--- src/rtl/instr_fetch_queue.sv ---
// instr_fetch_queue: sequential instruction fetch front end.
// Issues word fetches over a req/ack handshake, buffers {instr, pc} in a
// small FIFO and presents the head with pre-sliced decode fields. A redirect
// flushes the queue; a fetch still in flight is completed and its data dropped.
module instr_fetch_queue #(
    parameter int          DEPTH    = 4,
    parameter logic [31:0] RESET_PC = 32'h0000_0000
) (
    input  logic        clk_i,
    input  logic        rst_i,
    output logic        imem_req_o,
    output logic [31:0] imem_addr_o,
    input  logic        imem_ack_i,
    input  logic [31:0] imem_rdata_i,
    input  logic        redirect_i,
    input  logic [31:0] redirect_pc_i,
    output logic        instr_valid_o,
    input  logic        instr_ready_i,
    output logic [31:0] instr_o,
    output logic [31:0] pc_o,
    output logic [6:0]  op_o,
    output logic [2:0]  funct3_o,
    output logic        funct7_5_o
);

    localparam int             PW   = $clog2(DEPTH);
    localparam int             CW   = PW + 1;
    localparam logic [CW-1:0]  FULL = CW'(DEPTH);
    localparam logic [31:0]    NOP  = 32'h0000_0013;

    typedef enum logic [1:0] {
        HOLD    = 2'd0,
        REQ     = 2'd1,
        DISCARD = 2'd2
    } state_e;

    state_e          state_q, state_d;
    logic [31:0]     fetch_pc_q, fetch_pc_d;
    logic [31:0]     tgt_q, tgt_d;
    logic [CW-1:0]   count_q, count_d;
    logic [PW-1:0]   rd_ptr_q, rd_ptr_d;
    logic [PW-1:0]   wr_ptr_q, wr_ptr_d;
    logic [31:0]     instr_mem_q [DEPTH];
    logic [31:0]     pc_mem_q    [DEPTH];

    logic            push;
    logic            pop;
    logic [31:0]     redir_pc;
    logic            head_valid;

    // Next-state for FSM, fetch PC, saved redirect target and FIFO bookkeeping.
    always_comb begin
        redir_pc   = redirect_pc_i & 32'hFFFF_FFFC;
        push       = (state_q == REQ) && imem_ack_i && !redirect_i;
        pop        = (count_q != '0) && instr_ready_i && !redirect_i;

        state_d    = state_q;
        fetch_pc_d = fetch_pc_q;
        tgt_d      = tgt_q;
        count_d    = count_q;
        rd_ptr_d   = rd_ptr_q;
        wr_ptr_d   = wr_ptr_q;

        // Flush dominates any push/pop in the same cycle.
        if (redirect_i) begin
            count_d  = '0;
            rd_ptr_d = '0;
            wr_ptr_d = '0;
        end else begin
            count_d  = count_q + CW'(push) - CW'(pop);
            wr_ptr_d = wr_ptr_q + PW'(push);
            rd_ptr_d = rd_ptr_q + PW'(pop);
        end

        case (state_q)
            HOLD: begin
                if (redirect_i) begin
                    fetch_pc_d = redir_pc;
                    state_d    = REQ;
                end else if (count_d < FULL) begin
                    state_d = REQ;
                end
            end
            REQ: begin
                if (redirect_i) begin
                    if (imem_ack_i) begin
                        fetch_pc_d = redir_pc;
                    end else begin
                        tgt_d   = redir_pc;
                        state_d = DISCARD;
                    end
                end else if (imem_ack_i) begin
                    fetch_pc_d = fetch_pc_q + 32'd4;
                    state_d    = (count_d < FULL) ? REQ : HOLD;
                end
            end
            DISCARD: begin
                // In-flight data is dropped; the newest target wins.
                if (imem_ack_i) begin
                    fetch_pc_d = redirect_i ? redir_pc : tgt_q;
                    state_d    = REQ;
                end else if (redirect_i) begin
                    tgt_d = redir_pc;
                end
            end
            default: state_d = REQ;
        endcase
    end

    // Control state; reset abandons any outstanding request.
    always_ff @(posedge clk_i) begin
        if (rst_i) begin
            state_q    <= REQ;
            fetch_pc_q <= RESET_PC;
            tgt_q      <= RESET_PC;
            count_q    <= '0;
            rd_ptr_q   <= '0;
            wr_ptr_q   <= '0;
        end else begin
            state_q    <= state_d;
            fetch_pc_q <= fetch_pc_d;
            tgt_q      <= tgt_d;
            count_q    <= count_d;
            rd_ptr_q   <= rd_ptr_d;
            wr_ptr_q   <= wr_ptr_d;
        end
    end

    // FIFO storage; contents are don't-care until counted as valid.
    always_ff @(posedge clk_i) begin
        if (push && !rst_i) begin
            instr_mem_q[wr_ptr_q] <= imem_rdata_i;
            pc_mem_q[wr_ptr_q]    <= fetch_pc_q;
        end
    end

    // Head presentation: empty queue shows a NOP at the current fetch PC.
    always_comb begin
        head_valid    = (count_q != '0);
        instr_valid_o = head_valid;
        instr_o       = head_valid ? instr_mem_q[rd_ptr_q] : NOP;
        pc_o          = head_valid ? pc_mem_q[rd_ptr_q] : fetch_pc_q;
        op_o          = instr_o[6:0];
        funct3_o      = instr_o[14:12];
        funct7_5_o    = instr_o[30];
        imem_req_o    = (state_q != HOLD) && !rst_i;
        imem_addr_o   = fetch_pc_q;
    end

endmodule

--- config.mk ---
export PLATFORM = sky130hd
export DESIGN_NAME = instr_fetch_queue
export DESIGN_NICKNAME = d
export VERILOG_FILES = /design/src/rtl/instr_fetch_queue.sv
export SDC_FILE = /design/constraint.sdc
export NUM_CORES = 1
export LEC_CHECK = 0
export CAP_MARGIN = 20
export CORE_MARGIN = 10
export CORE_UTILIZATION = 23
export CTS_CLUSTER_DIAMETER = 80
export DETAILED_ROUTE_END_ITERATION = 8
export GPL_ROUTABILITY_DRIVEN = 0
export MAX_ROUTING_LAYER = met4
export PLACE_DENSITY = 0.45
export SLEW_MARGIN = 15
export SYNTH_ARGS = -nofsm -noshare
export SYNTH_HDL_FRONTEND = slang
export SYNTH_SLANG_ARGS = --single-unit
--- constraint.sdc ---
create_clock -name clk_i -period 26 [get_ports clk_i]
set_input_delay 3.9 -clock clk_i [delete_from_list [all_inputs] [get_ports clk_i]]
set_output_delay 3.9 -clock clk_i [all_outputs]
set_load 0.05 [all_outputs]
; ---- Word level (Yosys, flattened, before mapping)
; Memory sizes are Yosys's and may differ from the RTL's. A register that Yosys moved wholly into a read port is not among the register bits.
; Cells that the tools add are included.
[word_totals]
regBits = 73
latchBits = 0
ramBits = 256
romBits = 0
output_inout_bits = 109
memories = 2
[memory_table]
columns = name, depth, width, rd, rd_clocked_by_memory_dff, wr, line
row1 = instr_mem_q, 4, 32, 1, 1, 1, 43  ; logic [31:0] instr_mem_q [DEPTH];
row2 = pc_mem_q, 4, 32, 1, 1, 1, 44  ; logic [31:0] pc_mem_q [DEPTH];
[classes]
addsub = 5
n_mul = 0
div_mod_pow = 0
n_lt_le_gt_ge = 1
eq_ne = 11
n_shift = 0
n_mux = 26
bitwise_logic = 0
reduce_logical = 17
[op_table]
columns = cell, count
row1 = 32-bit two-way mux, 11
row2 = 32-bit case mux with 3 select lines, 1
row3 = 32-bit case mux with 2 select lines, 1
row4 = "32-bit by 3-bit adder with 32-bit output, second input constant", 1
row5 = 2-bit two-way mux, 8
row6 = "2-bit inequality test, second input constant", 6
row7 = 4-bit AND reduction, 3
row8 = "3-bit inequality test, second input constant", 3
row9 = 1-bit logical AND, 6
row10 = 2-bit case mux with 3 select lines, 1
row11 = 3-bit nonzero test, 2
row12 = 2-bit by 1-bit adder with 2-bit output, 2
row13 = 2-bit nonzero test, 2
row14 = 3-bit by 1-bit adder with 3-bit output, 1
row15 = "3-bit less-than comparator, second input constant", 1
row16 = 1-bit two-way mux, 3
row17 = 3-bit two-way mux, 1
row18 = 3-bit by 1-bit subtractor with 3-bit output, 1
row19 = "2-bit by 1-bit equality test with 1-bit output, second input constant", 1
row20 = "2-bit equality test, second input constant", 1
row21 = 1-bit logical NOT, 2
row22 = 2-bit logical NOT, 1
row23 = 2-bit OR reduction, 1

; ---- Logic depth before layout (Yosys ltp)
; Gate-level depths: netlist of run 1.
[depth]
ltp_word = 11
depth_mapped = 14
depth_no_buf = 12

; ---- Worst setup path after synthesis of run 1
; OpenSTA, ideal clock, no wires.
[synth_timing]
path_kind = in2reg
start = input redirect_i
end = memory instr_mem_q[0][0], enable pin
setup_time_ns = 0.644
t_arrival_ns = 10.633
required_ns = 25.356
path_slack_ns = 14.723
cell_stages = 5
n_path_buf = 2
path_cell_list = buf_2 -> nor2b_1 -> buf_2 -> nand2_1 -> nor4_1
[synth_between]
elab_chain_cells = 5
[synth_lines]
columns = item, line
row1 = from (decl), 15  ; input logic redirect_i,
row2 = 1-bit logical NOT, 54  ; push = (state_q == REQ) && imem_ack_i && !redirect_i;
row3 = 1-bit logical AND, 54
row4 = 1-bit logical AND, 131  ; if (push && !rst_i) begin
row5 = 1-bit two-way mux, 131
row6 = 1-bit two-way mux (not written as such), 132  ; instr_mem_q[wr_ptr_q] <= imem_rdata_i;
row7 = to (decl), 43
; Every way passes these cells.

; ---- Final worst setup path of run 1
[layout_timing]
start = input rst_i
end = output imem_req_o
[layout_between]
elab_chain_cells = 2
[layout_lines]
columns = item, line
row1 = from (decl), 10  ; input logic rst_i,
row2 = 1-bit logical NOT, 146  ; imem_req_o = (state_q != HOLD) && !rst_i;
row3 = 1-bit logical AND, 146
row4 = to (decl), 11  ; output logic imem_req_o,
; Every way passes these cells.

==> out/metrics.cfg, run 1 <==
[run_status]
outcome = complete, no violations

[die]
dieArea_mm2 = 0.0711
ios = 178
fp.dieW_um = 267
core_area_mm2 = 0.0604
die_h_um = 267
rows = 90
initial_core_util_pct = 23.2

[layout]
final_cell_mix = edfxtp_1 (256), nand2_1 (182), clkdlybuf4s50_1 (174)
n_fill_cell = 6088
area_delta_synth_final_pct = 27.2
drive_gt1_share_pct = 14.1
seqCellArea_mm2 = 0.00916
multiInputGateArea_mm2 = 0.00449
final_common_cell = edfxtp_1
fin_cells = 1979
layout.nets = 1247
diodes = 0

[synth]
synth_seq_cells = 329
yosysTopAreaCell = edfxtp_1
async_reset_ff_share_pct = 0
ys_seq_area_share_pct = 65.3
syn-cell-area_mm2 = 0.0140
synth_cell_types = 70
synth_edf_count = 256
ys.flop_type = edfxtp_1
ys_warn_count = 0
syn_inst = 1011
synth.top_cell.area_share_pct = 54.9
synth.avg_cell_area_um2 = 13.8
synth_fp_nets = 1088
ys_top_cells_by_area = edfxtp_1 (55%), dfxtp_1 (10%), mux4_2 (10%), nand2_1 (4.9%), a21oi_1 (1.6%)

[timing]
fin_skew_ps = 19.5
slew_headroom_pct = 31.5
hold_ws_ps = 453
fmax_mhz = 111
period_share_pct = 34.8
grt_setup_unrepaired = false
finalSetupViolCount = 0
tns_ps = 0
period_minus_slack_ps = 9050
tightest_slew_ps = 1030
slew_violations = 0
final_hold_viol_count = 0

[critical_path]
r2r_slack_ps = 22010
worst-path-max-fanout = 18
worst-endpoint-required_ps = 22100
critPathSlowestCell = clkdlybuf4s50_1
r2r_end = instr_mem_q[1][26]
start_kind = input port
worstPathCellList = buf_2 > nor2_1 > clkdlybuf4s50_1
cp.buffers_inverters = 2
max_stage_delay_ps = 820
crit_arrival_ps = 5150
worst-setup-path-type = in2out
r2r.worst_path.cells = 9
crit_family = buffers and inverters
cp-end-kind = output pin
r2r-start = state_q[1]

[grt]
first_global_vias = 9357
top_usage_layer = met2
use_met3_pct = 2.43
gr-total-overflow = 0
track_usage_pct = 11.9
antenna_found_initial = 1
grtUsageMet1_pct = 15.7
grt_max_degree = 65
grt_pass1_wl_um = 62500
grt.met2_usage_pct = 18.7

[route]
drc = 0
dr.first_iter.drc_count = 640
drt_pass1_iterations = 5
antenna_left = 0
drt_wl_total_um = 41600
via_count = 9017
drt-wirelength-per-cell_um = 21.0
viasPerCell = 4.56

[pwr]
vdd_drop_max_mv = 0.0314
leakage_nw = 5.81
p_per_area_mw_per_mm2 = 77.4

[cts]
htree_levels = 2
clk_latency_ps = 540
cts_buffers = 39
cts_setup_buffers = 0
cts_tree = built
cts_buffer_depth = 3
postCtsResizedCells = 0
cts_root_buf = clkbuf_16
cts_hold_buffers = 0
path_clk_slew_ps = 60
cts.sinks = 329

[placed_design]
dp_hpwl_um = 25800
place_inst = 1910
port_buffers = 175

[hold_path]
hp-start = tgt_q[24]
min_path_type = reg2reg
hold_end = tgt_q[24]
min_delay_path_depth = 2

[run]
drv_cap = 0

layer usage:
| metal | wire length (um) | up-vias |
|---|---|---|
| li1 | - | 4159 |
| met1 | 19500 | 4587 |
| met2 | 19400 | 222 |
| met3 | 1980 | 49 |
| met4 | 705 | 0 |
| met5 | 0 | - |
tightest hold or removal path, stage by stage, from the launching register on:
cell and delay (ps):
dfxtp_1 300, nand2_1 50, a21oi_1 50
through the flow:
stage,area (um2),worst slack [ps],util (%),power (mW)
2_1_floorplan,14000,14720,-,0.763
3_3_place_gp,16600,16930,27.4,0.859
3_5_place_dp,16600,16940,27.4,0.861
4_1_cts,17800,16940,29.5,1.40
5_1_grt,17800,16910,29.5,1.44
6_report,17800,16950,29.5,1.38
layout make-up:
class                           instances  share of cell area [%]
Clock buffer                           50                    6.06
Clock inverter                         18                   0.885
Inverter                                9                   0.190
Multi-Input combinational cell        595                    25.2
Sequential cell                       329                    51.4
Tap cell                              782                    5.50
Timing Repair Buffer                  196                    10.7
power by group:
group	total (mW)	leakage (nW)	internal, mW	switching [mW]
Clock	0.533	0.608	0.321	0.211
Sequential	0.617	2.94	0.588	0.0288
Combinational	0.229	2.26	0.0774	0.152
Total	1.38	5.81	0.987	0.392
sequential cells by signal (all words and copies together), names as in the netlist:
name	flops
state_q	2
rd_ptr_q	2
pc_mem_q	128
instr_mem_q	128
count_q	3
imem_addr_o	32
tgt_q	32
wr_ptr_q	2
worst max path at each step:
stage          depth (start not counted)  slack [ps]                end       start
6_report                               3       16950         imem_req_o       rst_i
5_1_grt                                3       16910         imem_req_o       rst_i
4_1_cts                                3       16940         imem_req_o       rst_i
3_5_place_dp                           3       16940         imem_req_o       rst_i
3_3_place_gp                           3       16930         imem_req_o       rst_i
2_1_floorplan                          5       14720  instr_mem_q[0][0]  redirect_i
kinds of logic (layout without fill, tap and decap cells):
family,count (synthesis),count (layout),share of synthesized area [%]
and+or+nand+nor,354,354,12.3
DFF,329,329,65.3
AOI/OAI and AO/OA,151,151,7.24
buffers and inverters,87,273,2.85
muxes,74,74,11.0
adders and majority gates,8,8,0.768
xor gates and xnor gates,8,8,0.500
cells in the mapped netlist, types with 16 or more instances:
cell type,count
clkbuf_1,44
o21ai_0,26
buf_2,16
dfxtp_1,73
and2_1,36
nor3_1,17
nor2_1,38
mux4_2,64
nand2_1,182
nand3_1,19
a21oi_1,45
edfxtp_1,256
Power figures use the tool's default switching activity.
==> run 2: changes to the inputs <==
Clock period 26 ns to 9.3 ns, I/O delays scaled along.
==> run 2 against run 1 <==
Effect of this change: combinational power rose to 2.8 times the previous value; setup slack worse by 13000 ps; die area unchanged; utilization grew 0.15 points.
==> out/metrics.cfg, run 2 (synthesis gave the netlist of run 1 again) <==
[run_status]
outcome = complete, no violations

[route]
via_count = 8998
drc = 0
dr.first_iter.drc_count = 664
viasPerCell = 4.54
drt-wirelength-per-cell_um = 21.0
drt_wl_total_um = 41700
drt_pass1_iterations = 5
antenna_left = 0

[critical_path]
worst-setup-path-type = reg2out
r2r_end = instr_mem_q[2][28]
cp.buffers_inverters = 3
cp-end-kind = output pin
start_kind = register
crit_family = buffers and inverters
max_stage_delay_ps = 780
r2r_slack_ps = 5320
r2r.worst_path.cells = 8
r2r-start = state_q[0]
critPathSlowestCell = clkdlybuf4s50_1
crit_arrival_ps = 3520
worst-endpoint-required_ps = 7910
worst-path-max-fanout = 26
worstPathCellList = buf_4 > buf_16 > mux4_2 > nand2_1 > o21ai_0 > clkdlybuf4s50_1

[die]
rows = 90
dieArea_mm2 = 0.0711
die_h_um = 267
fp.dieW_um = 267
ios = 178
initial_core_util_pct = 23.2
core_area_mm2 = 0.0604

[placed_design]
placed_area_mm2 = 0.0166
port_buffers = 175
dp_hpwl_um = 26200

[cts]
path_clk_slew_ps = 60
cts_tree = built
cts_buffers = 39
cts_root_buf = clkbuf_16
htree_levels = 2
cts_setup_buffers = 0
cts.sinks = 329
cts_hold_buffers = 0
postCtsResizedCells = 0
cts_buffer_depth = 3
clk_latency_ps = 540

[layout]
reg_top3 = instr_mem_q: 128 flops, pc_mem_q: 128 flops
drive_gt1_share_pct = 14.7
fin_area_mm2 = 0.0179
final_common_cell = edfxtp_1
layout.nets = 1248
post-route-util_pct = 29.6
final_cell_mix = edfxtp_1 (256), nand2_1 (182), clkdlybuf4s50_1 (174)
area_delta_synth_final_pct = 27.8

[timing]
fin_skew_ps = 15.4
period_share_pct = 52.9
slew_violations = 0
slew_headroom_pct = 38.5
fmax_mhz = 203
finalSetupViolCount = 0
tns_ps = 0
grt_setup_unrepaired = false
tightest_slew_ps = 922
period_minus_slack_ps = 4920
final_hold_viol_count = 0

[pwr]
p_sw_share_pct = 28.3
clockPowerShare_pct = 39.6
p_seq_share_pct = 44.0
p_per_area_mw_per_mm2 = 219
internal_power_mw = 2.81
vdd_drop_max_mv = 0.0927
p_comb_share_pct = 16.4
leakage_nw = 5.83
totalPowerFinal_mw = 3.92
p_sw_mw = 1.11

[grt]
track_usage_pct = 11.9
grt.met2_usage_pct = 18.9
grt_max_degree = 47
top_usage_layer = met2
grt_pass1_wl_um = 62300
antenna_found_initial = 1
use_met3_pct = 2.69
grtUsageMet1_pct = 15.2
first_global_vias = 9429
gr-total-overflow = 0

[hold_path]
hp-start = tgt_q[5]
min_path_type = reg2reg
min_delay_path_depth = 2
hold_end = tgt_q[5]

[run]
drv_cap = 0

## run 2: cell types whose count changed in the layout (fill, tap and decap cells not counted), sizes merged
cell | previous run | this run
clkbuf | 50 | 46
diode | 0 | 1
bufinv | 3 | 5
buf | 22 | 23
clkinvlp | 0 | 4
## run 2: worst max-delay path by stage
stage | startpoint | endpoint | slack (ps) | cells past startpoint
finish | rd_ptr_q[0] | pc_o[14] | 4380 | 6
floorplan | redirect_i | instr_mem_q[0][0] | 530 | 5
detailed placement | redirect_i | pc_mem_q[2][4] | 4070 | 9
CTS | rd_ptr_q[0] | pc_o[14] | 3990 | 5
global route | rd_ptr_q[0] | pc_o[14] | 4040 | 6
global placement | redirect_i | pc_mem_q[1][2] | 4120 | 9
## run 2: layout make-up
cell class / instances / area, um2
fillers: 6085 / 42500
flip-flops and latches: 329 / 9160
multi-input cells: 595 / 4490
repair buffers: 197 / 1930
clock buffers: 46 / 1050
well taps: 782 / 978
clock inverters: 24 / 249
inverters: 9 / 33.8
diodes: 1 / 2.50
## run 2: routing by layer
metal / vias up / share of wire (%)
met5: - / 0
met1: 4539 / 46
li1: 4168 / -
met2: 236 / 47
met3: 55 / 5.1
met4: 0 / 1.8
## run 2: per-stage QoR
step / setup WS (ps) / hold WS, ps / std cells
2_1_floorplan: 528 / 432 / 1011
3_5_place_dp: 4070 / 447 / 1911
5_1_grt: 4040 / 470 / 1982
3_3_place_gp: 4120 / 440 / 1911
6_report: 4380 / 454 / 1983
4_1_cts: 3990 / 456 / 1981
## run 2: power by group through the flow
stage	Combinational (mW)	Clock, mW	Sequential, mW
CTS	0.653	1.60	1.73
global route	0.687	1.66	1.74
global placement	0.648	0	1.76
finish	0.642	1.55	1.73
floorplan	0.339	0	1.79
detailed placement	0.651	0	1.76
## run 2: worst reg2reg max path, cell delays in order, from the launching register on
cell	delay, ps
dfxtp_1	400
ha_1	490
nor2b_1	440
buf_4	280
nand2_1	190
nor2_1	250
nand2_1	120
nor2_4	670
buf_4	710
==> run 3: changes to the inputs <==
Clock period 9.3 ns to 4.69 ns, I/O delays scaled along.
==> run 3 against run 2 <==
Effect of this change: global-route usage is 0.14 points lower; largest power group unchanged; critical path depth is 2 lower; highest routed layer unchanged; design area barely moved; die area unchanged; non-clock buffer count increased by 5.
==> out/metrics.cfg, run 3 (synthesis gave the netlist of run 1 again) <==
[run_status]
outcome = complete, no violations

[route]
drt-wirelength-per-cell_um = 20.8
viasPerCell = 4.58
drc = 0
dr.first_iter.drc_count = 512
via_count = 9109
drt_wl_total_um = 41300
antenna_left = 0
drt_pass1_iterations = 4

[timing]
setup_ws_ps = 900
slew_headroom_pct = 47.0
fmax_mhz = 264
grt_setup_unrepaired = false
fin_skew_ps = 22.0
period_share_pct = 80.8
tns_ps = 0
finalSetupViolCount = 0
slew_violations = 0
period_minus_slack_ps = 3790
tightest_slew_ps = 795
final_hold_viol_count = 0

[critical_path]
worst-endpoint-required_ps = 3990
crit_start = rd_ptr_q[0]
r2r.worst_path.cells = 11
worst-path-max-fanout = 25
worst-setup-path-type = reg2out
r2r_end = state_q[0]
start_kind = register
r2r-start = state_q[0]
cp-end-kind = output pin
crit_arrival_ps = 3090
critPathCapture = instr_o[25]
r2r_slack_ps = 1480

[placed_design]
dp_hpwl_um = 25700
placed_area_mm2 = 0.0166
pre_cts_slack_ps = 1170
port_buffers = 175

[run]
drv_cap = 0

[cts]
path_clk_slew_ps = 60
clk_latency_ps = 560
cts_buffers = 39
postCtsResizedCells = 0
cts_buffer_depth = 3
cts.sinks = 329
cts_root_buf = clkbuf_16
cts_tree = built
htree_levels = 2
cts_hold_buffers = 0
cts_setup_buffers = 0

[die]
die_h_um = 267
dieArea_mm2 = 0.0711
rows = 90
core_area_mm2 = 0.0604
fp.dieW_um = 267
ios = 178
initial_core_util_pct = 23.2

[pwr]
leakage_nw = 5.84
internal_power_mw = 5.40
p_seq_share_pct = 45.1
clockPowerShare_pct = 38.4
p_sw_mw = 2.22
p_comb_share_pct = 16.5
totalPowerFinal_mw = 7.62
p_per_area_mw_per_mm2 = 426
p_sw_share_pct = 29.1
vdd_drop_max_mv = 0.202

[layout]
fin_area_mm2 = 0.0179
final_cell_mix = edfxtp_1 (256), nand2_1 (182), clkdlybuf4s50_1 (174)
final_common_cell = edfxtp_1
n_fill_cell = 6054
area_delta_synth_final_pct = 27.8
reg_top3 = instr_mem_q: 128 flops, pc_mem_q: 128 flops
drive_gt1_share_pct = 14.6
layout.nets = 1253

[grt]
gr-total-overflow = 0
antenna_found_initial = 2
grt_max_degree = 65
first_global_vias = 9338
track_usage_pct = 11.8
grt_pass1_wl_um = 61500

[hold_path]
min_delay_path_depth = 2
min_path_type = reg2reg

[run 3: cell types whose count changed in the layout (fill, tap and decap cells not counted), moves of 2 or more]
cell / delta
buf_12: +5
clkbuf_1: +5
clkinvlp_4: -4
inv_6: +4
bufinv_16: -2
clkbuf_16: -2
diode_2: +2
[run 3: how the worst min path moves through the flow]
stage,from,end
2_1_floorplan,tgt_q[12],tgt_q[12]
3_3_place_gp,tgt_q[11],tgt_q[11]
3_5_place_dp,tgt_q[12],tgt_q[12]
4_1_cts,tgt_q[12],tgt_q[12]
5_1_grt,tgt_q[12],tgt_q[12]
6_report,tgt_q[12],tgt_q[12]
[run 3: area by class of cell]
cell class	count	area, um2	share of cell area (%)
Clock inverter	23	198	1.10
Inverter	9	33.8	0.189
Sequential cell	329	9160	51.2
Multi-Input combinational cell	595	4500	25.1
Timing Repair Buffer	202	2020	11.3
Antenna cell	3	7.51	0.0419
Tap cell	782	978	5.47
Clock buffer	48	1010	5.64
[run 3: power by group through the flow]
| stage | clock network, mW | registers [mW] | logic (mW) |
|---|---|---|---|
| floorplan | 0 | 3.56 | 0.673 |
| global placement | 0 | 3.50 | 1.26 |
| detailed placement | 0 | 3.51 | 1.26 |
| CTS | 3.03 | 3.44 | 1.27 |
| global route | 3.15 | 3.46 | 1.34 |
| finish | 2.92 | 3.44 | 1.26 |
[run 3: worst max-delay path: stages, from the launching register on]
cell             delay (ps)
dfxtp_4                 740
buf_4                   380
mux4_2                  540
and2_1                  170
clkdlybuf4s50_1         700
[run 3: through the flow]
| step | hold WS [ps] | util, % | cells |
|---|---|---|---|
| after floorplan | 432 | - | 1011 |
| after global placement | 439 | 27.6 | 1915 |
| after detailed placement | 444 | 27.6 | 1915 |
| after CTS | 453 | 29.6 | 1986 |
| after global routing | 470 | 29.7 | 1990 |
| final | 450 | 29.7 | 1991 |
[run 3: metal layers]
| metal | up-vias | part of all wire [%] | track usage, % |
|---|---|---|---|
| met1 | 4665 | 46 | 15.1 |
| met3 | 44 | 5.2 | 2.83 |
| li1 | 4183 | - | - |
| met4 | 0 | 1.6 | 2.61 |
| met5 | - | 0 | - |
| met2 | 217 | 47 | 18.6 |
